<file path="src/rtl/stepper_multi_axis_pkg.sv">
// Shared types and constants for the multi-axis step/direction generator.
package stepper_pkg;

  typedef enum logic [1:0] {AX_IDLE, AX_SETUP, AX_HIGH, AX_LOW} axis_state_t;

  localparam logic DIR_CW  = 1'b1;
  localparam logic DIR_CCW = 1'b0;

endpackage

</file>
<file path="src/rtl/stepper_multi_axis_if.sv">
// Per-axis move command bus: valid/ready handshake with direction and step count.
interface stepper_multi_axis_if #(
  parameter int NUM_AXES = 3,
  parameter int STEP_W   = 16
);
  logic [NUM_AXES-1:0]        cmd_valid;
  logic [NUM_AXES-1:0]        cmd_ready;
  logic [NUM_AXES-1:0]        cmd_dir;
  logic [NUM_AXES*STEP_W-1:0] cmd_steps;

  modport master (output cmd_valid, output cmd_dir, output cmd_steps, input cmd_ready);
  modport slave  (input cmd_valid, input cmd_dir, input cmd_steps, output cmd_ready);
endinterface

</file>
<file path="src/rtl/stepper_axis.sv">
// One stepper channel: DIR setup delay, fixed-rate STEP train, remaining-step and position counters.
//   state    | meaning
//   AX_IDLE  | ready for a command; done/aborted pulse in the first IDLE cycle after a move
//   AX_SETUP | DIR settled, waiting DIR_SETUP clocks before the first STEP rise
//   AX_HIGH  | STEP high for HALF_PERIOD clocks; position moved on entry
//   AX_LOW   | STEP low for HALF_PERIOD clocks; remaining decremented on the last clock
module stepper_axis
  import stepper_pkg::*;
#(
  parameter int STEP_W      = 16,
  parameter int POS_W       = 24,
  parameter int HALF_PERIOD = 50000,
  parameter int DIR_SETUP   = 100
) (
  input  logic              CLOCK_50,
  input  logic              reset_n,
  input  logic              cmd_valid_i,
  input  logic              cmd_dir_i,
  input  logic [STEP_W-1:0] cmd_steps_i,
  output logic              cmd_ready_o,
  input  logic              abort_i,
  input  logic              zero_pos_i,
  output logic              step_o,
  output logic              dir_o,
  output logic              busy_o,
  output logic              done_o,
  output logic              aborted_o,
  output logic [POS_W-1:0]  pos_o
);

  localparam int TMR_MAX = (HALF_PERIOD > DIR_SETUP) ? HALF_PERIOD : DIR_SETUP;
  localparam int TMR_W   = $clog2(TMR_MAX);
  localparam logic [TMR_W-1:0] HALF_LOAD  = TMR_W'(HALF_PERIOD - 1);
  localparam logic [TMR_W-1:0] SETUP_LOAD = TMR_W'(DIR_SETUP - 1);

  axis_state_t       state_q;
  logic [TMR_W-1:0]  timer_q;
  logic [STEP_W-1:0] rem_q;
  logic [POS_W-1:0]  pos_q, pos_d;
  logic              dir_q, step_q, done_q, aborted_q, abort_q;
  logic              last_step_d, enter_high_d;

  // A pending abort turns the current LOW into the last one; the HIGH in flight is never cut.
  always_comb begin
    last_step_d  = (rem_q == STEP_W'(1)) || abort_q || abort_i;
    enter_high_d = (timer_q == '0) &&
                   (((state_q == AX_SETUP) && !abort_i) ||
                    ((state_q == AX_LOW) && !last_step_d));
    pos_d = pos_q;
    if (zero_pos_i)        pos_d = '0;
    else if (enter_high_d) pos_d = (dir_q == DIR_CW) ? pos_q + POS_W'(1) : pos_q - POS_W'(1);
  end

  always_ff @(posedge CLOCK_50 or negedge reset_n) begin
    if (!reset_n) begin
      state_q   <= AX_IDLE;
      timer_q   <= '0;
      rem_q     <= '0;
      pos_q     <= '0;
      dir_q     <= DIR_CCW;
      step_q    <= 1'b0;
      done_q    <= 1'b0;
      aborted_q <= 1'b0;
      abort_q   <= 1'b0;
    end else begin
      done_q    <= 1'b0;
      aborted_q <= 1'b0;
      pos_q     <= pos_d;
      case (state_q)
        AX_IDLE: begin
          if (cmd_valid_i) begin
            dir_q   <= cmd_dir_i;
            rem_q   <= cmd_steps_i;
            abort_q <= 1'b0;
            if (cmd_steps_i == '0) begin
              done_q <= 1'b1;
            end else begin
              state_q <= AX_SETUP;
              timer_q <= SETUP_LOAD;
            end
          end
        end
        AX_SETUP: begin
          if (abort_i) begin
            state_q   <= AX_IDLE;
            done_q    <= 1'b1;
            aborted_q <= 1'b1;
          end else if (enter_high_d) begin
            state_q <= AX_HIGH;
            step_q  <= 1'b1;
            timer_q <= HALF_LOAD;
          end else begin
            timer_q <= timer_q - TMR_W'(1);
          end
        end
        AX_HIGH: begin
          if (abort_i) abort_q <= 1'b1;
          if (timer_q == '0) begin
            state_q <= AX_LOW;
            step_q  <= 1'b0;
            timer_q <= HALF_LOAD;
          end else begin
            timer_q <= timer_q - TMR_W'(1);
          end
        end
        AX_LOW: begin
          if (timer_q == '0) begin
            rem_q <= rem_q - STEP_W'(1);
            if (last_step_d) begin
              state_q   <= AX_IDLE;
              done_q    <= 1'b1;
              aborted_q <= abort_q | abort_i;
            end else begin
              state_q <= AX_HIGH;
              step_q  <= 1'b1;
              timer_q <= HALF_LOAD;
            end
          end else begin
            timer_q <= timer_q - TMR_W'(1);
            if (abort_i) abort_q <= 1'b1;
          end
        end
        default: state_q <= AX_IDLE;
      endcase
    end
  end

  assign cmd_ready_o = (state_q == AX_IDLE);
  assign busy_o      = (state_q != AX_IDLE);
  assign step_o      = step_q;
  assign dir_o       = dir_q;
  assign done_o      = done_q;
  assign aborted_o   = aborted_q;
  assign pos_o       = pos_q;

endmodule

</file>
<file path="src/rtl/stepper_multi_axis.sv">
// N independent step/direction channels for A4988-class drivers; packs per-axis counts and positions.
module stepper_multi_axis
  import stepper_pkg::*;
#(
  parameter int NUM_AXES    = 3,
  parameter int STEP_W      = 16,
  parameter int POS_W       = 24,
  parameter int HALF_PERIOD = 50000,
  parameter int DIR_SETUP   = 100
) (
  input  logic                      CLOCK_50,
  input  logic                      reset_n,
  stepper_multi_axis_if.slave       cmd,
  input  logic [NUM_AXES-1:0]       abort,
  input  logic [NUM_AXES-1:0]       zero_pos,
  output logic [NUM_AXES-1:0]       step,
  output logic [NUM_AXES-1:0]       dir,
  output logic [NUM_AXES-1:0]       busy,
  output logic [NUM_AXES-1:0]       done,
  output logic [NUM_AXES-1:0]       aborted,
  output logic [NUM_AXES*POS_W-1:0] pos
);

  logic [NUM_AXES-1:0] ready_w;

  for (genvar i = 0; i < NUM_AXES; i++) begin : g_axis
    stepper_axis #(
      .STEP_W      (STEP_W),
      .POS_W       (POS_W),
      .HALF_PERIOD (HALF_PERIOD),
      .DIR_SETUP   (DIR_SETUP)
    ) u_axis (
      .CLOCK_50    (CLOCK_50),
      .reset_n     (reset_n),
      .cmd_valid_i (cmd.cmd_valid[i]),
      .cmd_dir_i   (cmd.cmd_dir[i]),
      .cmd_steps_i (cmd.cmd_steps[i*STEP_W +: STEP_W]),
      .cmd_ready_o (ready_w[i]),
      .abort_i     (abort[i]),
      .zero_pos_i  (zero_pos[i]),
      .step_o      (step[i]),
      .dir_o       (dir[i]),
      .busy_o      (busy[i]),
      .done_o      (done[i]),
      .aborted_o   (aborted[i]),
      .pos_o       (pos[i*POS_W +: POS_W])
    );
  end

  assign cmd.cmd_ready = ready_w;

endmodule

</file>
<file path="src/flat_wrapper.sv">
// flat-port wrapper written by rule: the top's interface ports become plain ports
module stepper_multi_axis_flat import stepper_pkg::*;
#(
  parameter int NUM_AXES    = 3,
  parameter int STEP_W      = 16,
  parameter int POS_W       = 24,
  parameter int HALF_PERIOD = 50000,
  parameter int DIR_SETUP   = 100
)
  (CLOCK_50, reset_n, abort, zero_pos, step, dir, busy, done, aborted, pos, cmd_cmd_valid, cmd_cmd_dir, cmd_cmd_steps, cmd_cmd_ready);
  stepper_multi_axis_if #(.NUM_AXES(NUM_AXES), .STEP_W(STEP_W)) cmd_i ();
  input  logic CLOCK_50;
  input  logic reset_n;
  input  logic [NUM_AXES-1:0] abort;
  input  logic [NUM_AXES-1:0] zero_pos;
  output logic [NUM_AXES-1:0] step;
  output logic [NUM_AXES-1:0] dir;
  output logic [NUM_AXES-1:0] busy;
  output logic [NUM_AXES-1:0] done;
  output logic [NUM_AXES-1:0] aborted;
  output logic [NUM_AXES*POS_W-1:0] pos;
  input wire logic [$bits(cmd_i.cmd_valid)-1:0] cmd_cmd_valid;
  input wire logic [$bits(cmd_i.cmd_dir)-1:0] cmd_cmd_dir;
  input wire logic [$bits(cmd_i.cmd_steps)-1:0] cmd_cmd_steps;
  output wire logic [$bits(cmd_i.cmd_ready)-1:0] cmd_cmd_ready;
  assign cmd_i.cmd_valid = cmd_cmd_valid;
  assign cmd_i.cmd_dir = cmd_cmd_dir;
  assign cmd_i.cmd_steps = cmd_cmd_steps;
  assign cmd_cmd_ready = cmd_i.cmd_ready;
  stepper_multi_axis #(.NUM_AXES(NUM_AXES), .STEP_W(STEP_W), .POS_W(POS_W), .HALF_PERIOD(HALF_PERIOD), .DIR_SETUP(DIR_SETUP)) u_core (.CLOCK_50(CLOCK_50), .reset_n(reset_n), .cmd(cmd_i), .abort(abort), .zero_pos(zero_pos), .step(step), .dir(dir), .busy(busy), .done(done), .aborted(aborted), .pos(pos));
endmodule
</file>
<file path="config.mk">
export PLATFORM = sky130hd
export DESIGN_NAME = stepper_multi_axis_flat
export DESIGN_NICKNAME = d
export VERILOG_FILES = /design/src/rtl/stepper_multi_axis_pkg.sv /design/src/rtl/stepper_multi_axis_if.sv /design/src/rtl/stepper_axis.sv /design/src/rtl/stepper_multi_axis.sv /design/src/flat_wrapper.sv
export SDC_FILE = /design/constraint.sdc
export NUM_CORES = 1
export LEC_CHECK = 0
export CAP_MARGIN = 20
export CORE_UTILIZATION = 62
export CTS_CLUSTER_DIAMETER = 150
export DETAILED_ROUTE_END_ITERATION = 8
export PLACE_DENSITY_LB_ADDON = 0.12
export SYNTH_ARGS = -nofsm -noshare
export SYNTH_HDL_FRONTEND = slang
export SYNTH_SLANG_ARGS = --single-unit
export TNS_END_PERCENT = 30
</file>
<file path="constraint.sdc">
create_clock -name CLOCK_50 -period 7.6 [get_ports CLOCK_50]
set_input_delay 0.76 -clock CLOCK_50 [delete_from_list [all_inputs] [get_ports CLOCK_50]]
set_output_delay 0.76 -clock CLOCK_50 [all_outputs]
set_load 0.05 [all_outputs]
</file>
Yosys cells after proc, flatten, opt, wreduce, memory -nomap -nowiden
Index checks and enable logic that the tools add are counted.
{"block": "word_totals", "ff_bits": 189, "word_cells": 273, "in_bits": 62, "out_inout_bits": 90}
{"block": "op_classes", "reduce_logical": 66, "n_addsub": 12, "n_eq_ne": 42, "n_bitwise": 3, "muxes": 123}
{"cell": "16-bit two-way mux", "count": 27}
{"cell": "24-bit two-way mux", "count": 9}
{"cell": "16-bit case mux with 4 select lines", "count": 3}
{"cell": "16-bit zero test", "count": 6}
{"cell": "16-bit case mux with 2 select lines", "count": 3}
{"cell": "16-bit by 1-bit subtractor with 16-bit output (second input constant)", "count": 6}
{"cell": "24-bit by 1-bit adder with 24-bit output (second input constant)", "count": 3}
{"cell": "24-bit by 1-bit subtractor with 24-bit output (second input constant)", "count": 3}
{"cell": "16-bit by 1-bit == test with 1-bit output (second input constant)", "count": 3}
{"cell": "1-bit two-way mux", "count": 45}
{"cell": "2-bit two-way mux", "count": 21}
{"cell": "2-bit inequality test (second input constant)", "count": 21}
{"cell": "1-bit case mux with 3 select lines", "count": 9}
{"cell": "2-bit case mux with 4 select lines", "count": 3}
{"cell": "3-bit inequality test (second input constant)", "count": 6}
{"cell": "3-bit AND reduction", "count": 6}
{"cell": "6-bit AND reduction", "count": 3}
{"cell": "2-bit nonzero test", "count": 9}
{"cell": "3-bit nonzero test", "count": 6}
{"cell": "5-bit AND reduction", "count": 3}
{"cell": "2-bit == test (second input constant)", "count": 6}
{"cell": "4-bit AND reduction", "count": 3}
{"cell": "1-bit logical AND", "count": 9}
{"cell": "1-bit logical OR", "count": 9}
{"cell": "7 further kinds", "count": 24}

Depth between registers and ports, before layout
Gate-level depths: netlist of run 1.
{"block": "logic_depth", "depth_word": 10, "mapped_depth": 12, "depth_no_buf": 11}

Hierarchy
A second synthesis of run 1 with hierarchy kept.
{"block": "unflattened", "cells_unflattened": 1665, "hier_area_um2": 13434.1}
{"module": "stepper_axis at u_core.g_axis[0].u_axis", "area_per_inst_um2": 4614.4, "seq_area_each_um2": 1576.5, "n_inst": 1, "cells_per_inst": 580}
{"module": "stepper_axis at u_core.g_axis[1].u_axis", "area_per_inst_um2": 4470.5, "seq_area_each_um2": 1576.5, "n_inst": 1, "cells_per_inst": 555}
{"module": "stepper_axis at u_core.g_axis[2].u_axis", "area_per_inst_um2": 4349.2, "seq_area_each_um2": 1576.5, "n_inst": 1, "cells_per_inst": 530}

Least setup slack after synthesis of run 1
No wires, ideal clock.
{"block": "synth_path", "path_type": "reg2reg", "startpoint": "register u_core.g_axis[2].u_axis.dir_q", "endpoint": "register u_core.g_axis[2].u_axis.pos_q[21]", "required_time_ns": 7.475, "period_less_slack_ns": 3.213, "path_buffers": 0, "stages_incl_launch_ff": 12, "t_arrival_ns": 3.088, "path_slack_ns": 4.387, "setup_time_ns": 0.125, "path_cell_list": "dfrtp_1 > inv_1 > ha_1 > a21o_1 > a21oi_1 > o211ai_1 > a2111o_1 > and2_1 > a311o_1 > a221oi_1 > or4_1 > nand3_1"}
{"block": "synth_via", "elab_chain_len": 3}
{"item": "start, declared", "line": "stepper_axis.sv:40", "source": "logic dir_q, step_q, done_q, aborted_q, abort_q;"}
{"item": "start signal, assigned", "line": "stepper_axis.sv:72", "source": "dir_q <= cmd_dir_i;"}
{"item": "24-bit two-way mux (2 in a row)", "line": "stepper_axis.sv:51", "source": "else if (enter_high_d) pos_d = (dir_q == DIR_CW) ? pos_q + POS_W'(1) : pos_q - POS_W'(1);"}
{"item": "24-bit two-way mux", "line": "stepper_axis.sv:50", "source": "if (zero_pos_i) pos_d = '0;"}
{"item": "end signal, assigned", "line": "stepper_axis.sv:68", "source": "pos_q <= pos_d;"}
{"item": "end, declared", "line": "stepper_axis.sv:39", "source": "logic [POS_W-1:0] pos_q, pos_d;"}
No other way between the ends. The select of a mux whose other input is x is not followed.
A chain may end at the register's enable or synchronous reset.

Final worst setup path of run 1
{"block": "layout_path", "startpoint": "register u_core.g_axis[1].u_axis.dir_q", "endpoint": "register u_core.g_axis[1].u_axis.pos_q[22]"}
{"block": "layout_via", "elab_chain_len": 3}
{"item": "start, declared", "line": "stepper_axis.sv:40"}
{"item": "start signal, assigned", "line": "stepper_axis.sv:72"}
{"item": "24-bit two-way mux (2 in a row)", "line": "stepper_axis.sv:51"}
{"item": "24-bit two-way mux", "line": "stepper_axis.sv:50"}
{"item": "end signal, assigned", "line": "stepper_axis.sv:68"}
{"item": "end, declared", "line": "stepper_axis.sv:39"}
No other way between the ends. The select of a mux whose other input is x is not followed.

==> results.sh, run 1 <==
export IMPL_diodes=0
export IMPL_via_per_inst=6.23
export IMPL_drv_cap=0
export IMPL_power_internal_uw=2500
export IMPL_fmax_ghz=0.266
export IMPL_dp_hpwl_mm=22.8
export IMPL_num_vias=12500
export IMPL_antenna_found_initial=1
export IMPL_post_cts_setup_buffers=0
export IMPL_worst_setup_path_type="reg -> reg"
export IMPL_p_per_area_mw_per_mm2=293
export IMPL_cts_hold_fix_buffers=0
export IMPL_grtUsageTotal_pct=30.7
export IMPL_syn_area_per_cell_sq_um=8.08
export IMPL_finalCriticalPeriod_ns=3.76
export IMPL_finalNonFillerCells=2013
export IMPL_worstMarginPinSlew_ns=1.02
export IMPL_dieArea_sq_mm=0.0218
export IMPL_cts_resized=0
export IMPL_setup_violations=0
export IMPL_die_w_um=148
export IMPL_maxSlewViolCount=0
export IMPL_finalCritPeriodShare_pct=49.5
export IMPL_clk_latency_ns=0.44
export IMPL_yosysUniqueCellTypes=78
export IMPL_total_power_uw=4480
export IMPL_synth_most_common_cell="a21oi_1"
export IMPL_post_route_util_pct=74.7
export IMPL_syn2layout_area_growth_pct=16.6
export IMPL_ys_seq_area_share_pct=36.0
export IMPL_max_slew_margin_pct=32.1
export IMPL_async_flop_share_pct=100
export IMPL_drive_gt1_share_pct=3.90
export IMPL_comb_power_share_pct=45.5
export IMPL_cts_buffers=17
export IMPL_regToRegSetupSlack_ns=3.84
export IMPL_tns_ns=0
export IMPL_wl_per_cell_um=16.2
export IMPL_finalHoldViolations=0
export IMPL_required_ns=7.92
export IMPL_yosysWarnings=0
export IMPL_grt_overflow_total=0
export IMPL_p_leak_uw=0.00674
export IMPL_outcome="finished, final reports clean"
export IMPL_nets=1873
export IMPL_core_area_sq_mm=0.0205
export IMPL_syn_inst=1626
export IMPL_r2r_cells=11
export IMPL_port_buffers=151
export IMPL_synth_common_cells="a21oi_1, dfrtp_1, nor2_1"
export IMPL_initial_core_util_pct=64.1
export IMPL_clock_skew_ns=0.0159
export IMPL_synth_main_ff_cell="dfrtp_1"
export IMPL_worst_setup_path_end_kind="register"
export IMPL_synth_area_leaders="dfrtp_1, a21oi_1, ha_1"
export IMPL_start_kind="register"
export IMPL_clock_root_buffer="clkbuf_16"
export IMPL_max_clock_path_buffers=2
export IMPL_cts_tree="yes"
export IMPL_placed_cells=1979
export IMPL_grt_pass1_wl_mm=55.2
export IMPL_reg2reg_from="u_core.g_axis[1].u_axis.dir_o"
export IMPL_clk_pin_slew_ns=0.08
export IMPL_syn_num_nets=1769
export IMPL_switching_share_pct=44.2
export IMPL_drt_iter0_drc=871
export IMPL_syn_area_sq_mm=0.0131
export IMPL_drt_total_wl_mm=32.6
export IMPL_cp_max_fo=25
export IMPL_chipHeight_um=148
export IMPL_rsz0062_at_grt="no"
export IMPL_cts_num_sinks=189
export IMPL_gp_congestion=0.903
export IMPL_io_pins=152
export IMPL_min_path_type="in -> async"
export IMPL_grt_pass1_vias=11700
export IMPL_whs_ns=0.477
export IMPL_synth_seq_cells=189
export IMPL_row_count=52
export IMPL_vdd_drop_max_uv=200
export IMPL_drc_errors=0
export IMPL_power_frac_seq_pct=34.1
export IMPL_cp_arrival_ns=4.08
export IMPL_grt_start_max_net_pins=121
export IMPL_htree_levels=4
export IMPL_rr_endpoint="u_core.g_axis[1].u_axis.pos_o[22]"
export IMPL_drtAntennaViolNets=0
export IMPL_clkPwrFrac_pct=20.4
export IMPL_power_switching_uw=1980
export IMPL_synth_top_cell_area_share_pct=36.0
export IMPL_synth_edf_count=0
export IMPL_yosysTopAreaCell="dfrtp_1"
export IMPL_first_pass_iters=5
-- state kept, by name (all words and copies together), names as in the netlist --
name                            flops
u_core.g_axis.u_axis.aborted_o      3
u_core.g_axis.u_axis.timer_q       48
u_core.g_axis.u_axis.rem_q         48
u_core.g_axis.u_axis.done_o         3
u_core.g_axis.u_axis.pos_o         72
u_core.g_axis.u_axis.step_o         3
u_core.g_axis.u_axis.state_q        6
u_core.g_axis.u_axis.abort_q        3
u_core.g_axis.u_axis.dir_o          3
-- area by class of cell --
cell class	count	area, sq um
multi-input combinational	1310	7850
sequential	189	4730
timing repair buffer	163	1610
clock buffer	18	439
clock inverter	14	150
tap	270	338
inverter	49	184
fill	1613	5190
-- layout by cell type, fill, tap and decap left out, drive strengths merged, types with 15 or more instances in the layout --
cell / instances
nor3b: 17
nand3: 41
clkbuf: 19
a21oi: 195
or3: 17
dfrtp: 189
o31ai: 15
o21ai: 162
inv: 56
nand2b: 18
ha: 78
nand4: 15
a21o: 38
nor2b: 22
clkdlybuf4s50: 150
nor4: 31
a31oi: 17
nand2: 161
nor3: 65
xnor2: 28
nor2: 177
-- power by group through the flow --
stage	clock [uW]	sequential (uW)	combinational, uW
after floorplan	0	1450	1630
after global placement	0	1510	1940
after detailed placement	0	1530	2010
after CTS	926	1520	2030
after global routing	972	1560	2300
final	912	1530	2040
-- critical path, stage by stage (launching register included) --
cell and delay (ns):
dfrtp_1 0.46, inv_1 0.63, ha_1 0.40, nor2b_1 0.17
o211ai_1 0.22, a31oi_1 0.18, a311oi_1 0.57, a211oi_1 0.23
o211a_1 0.29, o211ai_1 0.23, a2111o_1 0.18, nand3_1 0.08
-- routing by layer --
metal,part of all wire (%),vias up,routed length (um),global-route usage (%)
met5,0.052,-,17,0
met4,1.5,2,494,9.33
met3,5.5,35,1790,4.91
met2,48,369,15500,49.6
met1,45,5997,14800,42.4
li1,-,6143,-,-
-- logic make-up after synthesis --
| logic type | Yosys count | share of synthesized area (%) |
|---|---|---|
| compound gates | 550 | 24.9 |
| xor+xnor | 42 | 2.80 |
| fa+ha+maj | 81 | 7.89 |
| buf+inv | 127 | 4.23 |
| flops | 189 | 36.0 |
| mux | 8 | 0.657 |
| simple gates | 629 | 23.5 |
-- stage by stage --
step | setup WS, ns | instance area (sq um)
floorplan | 4.39 | 13100
global placement | 4.06 | 14700
detailed placement | 3.95 | 14700
CTS | 3.91 | 15300
global route | 3.59 | 15300
finish | 3.84 | 15300
-- worst max path at each step --
stage | depth (start not counted) | slack [ns] | to | from
floorplan | 11 | 4.39 | u_core.g_axis[2].u_axis.pos_o[21] | u_core.g_axis[2].u_axis.dir_o
global placement | 11 | 4.06 | u_core.g_axis[2].u_axis.pos_o[21] | u_core.g_axis[2].u_axis.dir_o
detailed placement | 11 | 3.95 | u_core.g_axis[1].u_axis.pos_o[22] | u_core.g_axis[1].u_axis.dir_o
CTS | 11 | 3.91 | u_core.g_axis[1].u_axis.pos_o[22] | u_core.g_axis[1].u_axis.dir_o
global route | 11 | 3.59 | u_core.g_axis[1].u_axis.pos_o[22] | u_core.g_axis[1].u_axis.dir_o
finish | 11 | 3.84 | u_core.g_axis[1].u_axis.pos_o[22] | u_core.g_axis[1].u_axis.dir_o
Note: power is estimated with default switching activity, not from simulation.
==> run 2, diff against run 1 <==
- CORE_UTILIZATION: 62 -> 52
- clock period: 7.6 -> 3.3 ns (I/O delays scaled with it)
==> results.sh, run 2 (same netlist as run 1, synthesis figures left out) <==
export IMPL_outcome="finished, final reports clean"
export IMPL_rsz0062_at_grt="no"
export IMPL_io_pins=152
export IMPL_htree_levels=4
export IMPL_syn2layout_area_growth_pct=18.6
export IMPL_nets=1900
export IMPL_r2r_cells=9
export IMPL_clock_skew_ns=0.0202
export IMPL_cp_arrival_ns=3.40
export IMPL_place_ws_ns=0.244
export IMPL_cts_num_sinks=189
export IMPL_cts_buffers=17
export IMPL_vdd_drop_max_uv=370
export IMPL_clk_latency_ns=0.44
export IMPL_regToRegSetupSlack_ns=0.22
export IMPL_worst_slack_ns=0.218
export IMPL_worst_setup_path_end_kind="register"
export IMPL_first_pass_iters=5
export IMPL_via_per_inst=5.85
export IMPL_max_clock_path_buffers=2
export IMPL_rr_endpoint="u_core.g_axis[0].u_axis.pos_o[23]"
export IMPL_finalCriticalPeriod_ns=3.08
export IMPL_power_frac_seq_pct=33.8
export IMPL_chipHeight_um=161
export IMPL_power_switching_uw=4500
export IMPL_diodes=0
export IMPL_row_count=57
export IMPL_initial_core_util_pct=53.5
export IMPL_grt_use_met2_pct=40.9
export IMPL_grt_use_met3_pct=3.80
export IMPL_post_cts_setup_buffers=0
export IMPL_cp_max_fo=19
export IMPL_dieArea_sq_mm=0.0259
export IMPL_max_slew_margin_pct=42.9
export IMPL_comb_power_share_pct=46.9
export IMPL_clk_pin_slew_ns=0.07
export IMPL_setup_violations=0
export IMPL_drv_cap=0
export IMPL_grt_busiest_layer="met2"
export IMPL_p_per_area_mw_per_mm2=660
export IMPL_antenna_found_initial=0
export IMPL_drtAntennaViolNets=0
export IMPL_final_common_cell="a21oi_1"
export IMPL_num_vias=12300
export IMPL_p_leak_uw=0.00686
export IMPL_drt_iter0_drc=775
export IMPL_required_ns=3.61
export IMPL_layout_common_cells="a21oi_1, dfrtp_1, nor2_1"
export IMPL_drt_total_wl_mm=32.8
export IMPL_grtUsageTotal_pct=25.9
export IMPL_hold_depth=3
export IMPL_clock_root_buffer="clkbuf_16"
export IMPL_maxSlewViolCount=0
export IMPL_drive_gt1_share_pct=5.37
export IMPL_worstMarginPinSlew_ns=0.847
export IMPL_met1_usage_pct=36.9
export IMPL_port_buffers=151
export IMPL_start_kind="register"
export IMPL_finalHoldViolations=0
export IMPL_min_to="u_core.g_axis[0].u_axis.rem_q[0]"
export IMPL_drc_errors=0
export IMPL_die_w_um=161
export IMPL_wl_per_cell_um=15.6
export IMPL_tns_ns=0
export IMPL_hold_start="cmd_cmd_steps[0]"
export IMPL_post_route_util_pct=63.5
export IMPL_dp_hpwl_mm=24.1
export IMPL_min_path_type="in -> reg"
export IMPL_grt_overflow_total=0
export IMPL_grt_start_max_net_pins=79
export IMPL_switching_share_pct=43.8
export IMPL_grt_pass1_vias=11400
export IMPL_finalCritPeriodShare_pct=93.4
export IMPL_clkPwrFrac_pct=19.3
export IMPL_nFillCells=2186
export IMPL_worst_setup_path_type="reg -> reg"
export IMPL_reg2reg_from="u_core.g_axis[0].u_axis.rem_q[6]"
export IMPL_power_internal_uw=5780
export IMPL_gp_congestion=0.902
export IMPL_cts_tree="yes"
export IMPL_fmax_ghz=0.324
export IMPL_largest_register_ffs=72
export IMPL_grt_pass1_wl_mm=55.4
export IMPL_core_area_sq_mm=0.0245
==> run 2: power groups by stage <==
stage | registers (uW) | clock network, uW | logic, uW
finish | 3470 | 1990 | 4820
CTS | 3460 | 2030 | 4810
detailed placement | 3490 | 0 | 4790
global route | 3560 | 2120 | 5460
global placement | 3480 | 0 | 4680
floorplan | 3330 | 0 | 3760
==> run 2: layout make-up <==
type                            instances  area [sq um]  share of cell area, %
Clock buffer                           17           425                   2.73
Clock inverter                         15           133                  0.852
Inverter                               49           184                   1.18
Multi-Input combinational cell       1310          7860                   50.5
Sequential cell                       189          4730                   30.4
Tap cell                              324           405                   2.60
Timing Repair Buffer                  190          1840                   11.8
==> run 2: metrics by stage <==
step / cell area, sq um / instances / hold WS, ns / power (uW)
final: 15600 / 2094 / 0.463 / 10300
after global routing: 15600 / 2094 / 0.486 / 11100
after CTS: 15600 / 2094 / 0.445 / 10300
after detailed placement: 15000 / 2061 / 0.418 / 8280
after global placement: 15000 / 2061 / 0.409 / 8160
after floorplan: 13100 / 1626 / 0.0344 / 7100
==> run 2: repair_timing <==
item | 4_1_cts | 5_1_grt
resized for setup | 0 | 1
setup endpoints to repair | 0 | 1
endpoints found under the hold margin | 74 | 0
hold buffers | 1 | 0
==> run 2: metal layers <==
metal,up-vias,part of all wire (%)
met5,-,0
met2,290,45
met1,5747,49
met4,0,1.7
li1,6178,-
met3,36,4.3
==> run 2: critical path, cell delays in order (launching register included) <==
cell	delay, ns
dfrtp_1	0.42
or4_4	0.60
nor4_4	0.29
nand2b_2	0.14
nor3b_4	0.25
a21boi_2	0.15
and2_4	0.25
and4_4	0.21
nor4_2	0.31
mux2_1	0.35
==> run 2: worst max path at each step <==
stage                                           from                                end  cells past startpoint
finish              u_core.g_axis[0].u_axis.rem_q[6]  u_core.g_axis[0].u_axis.pos_o[23]                      9
floorplan              u_core.g_axis[2].u_axis.dir_o  u_core.g_axis[2].u_axis.pos_o[21]                     11
global placement    u_core.g_axis[2].u_axis.rem_q[6]  u_core.g_axis[2].u_axis.pos_o[18]                      9
detailed placement  u_core.g_axis[0].u_axis.rem_q[6]  u_core.g_axis[0].u_axis.pos_o[23]                      9
global route           u_core.g_axis[0].u_axis.dir_o  u_core.g_axis[0].u_axis.pos_o[23]                     12
CTS                 u_core.g_axis[0].u_axis.rem_q[6]  u_core.g_axis[0].u_axis.pos_o[23]                      9
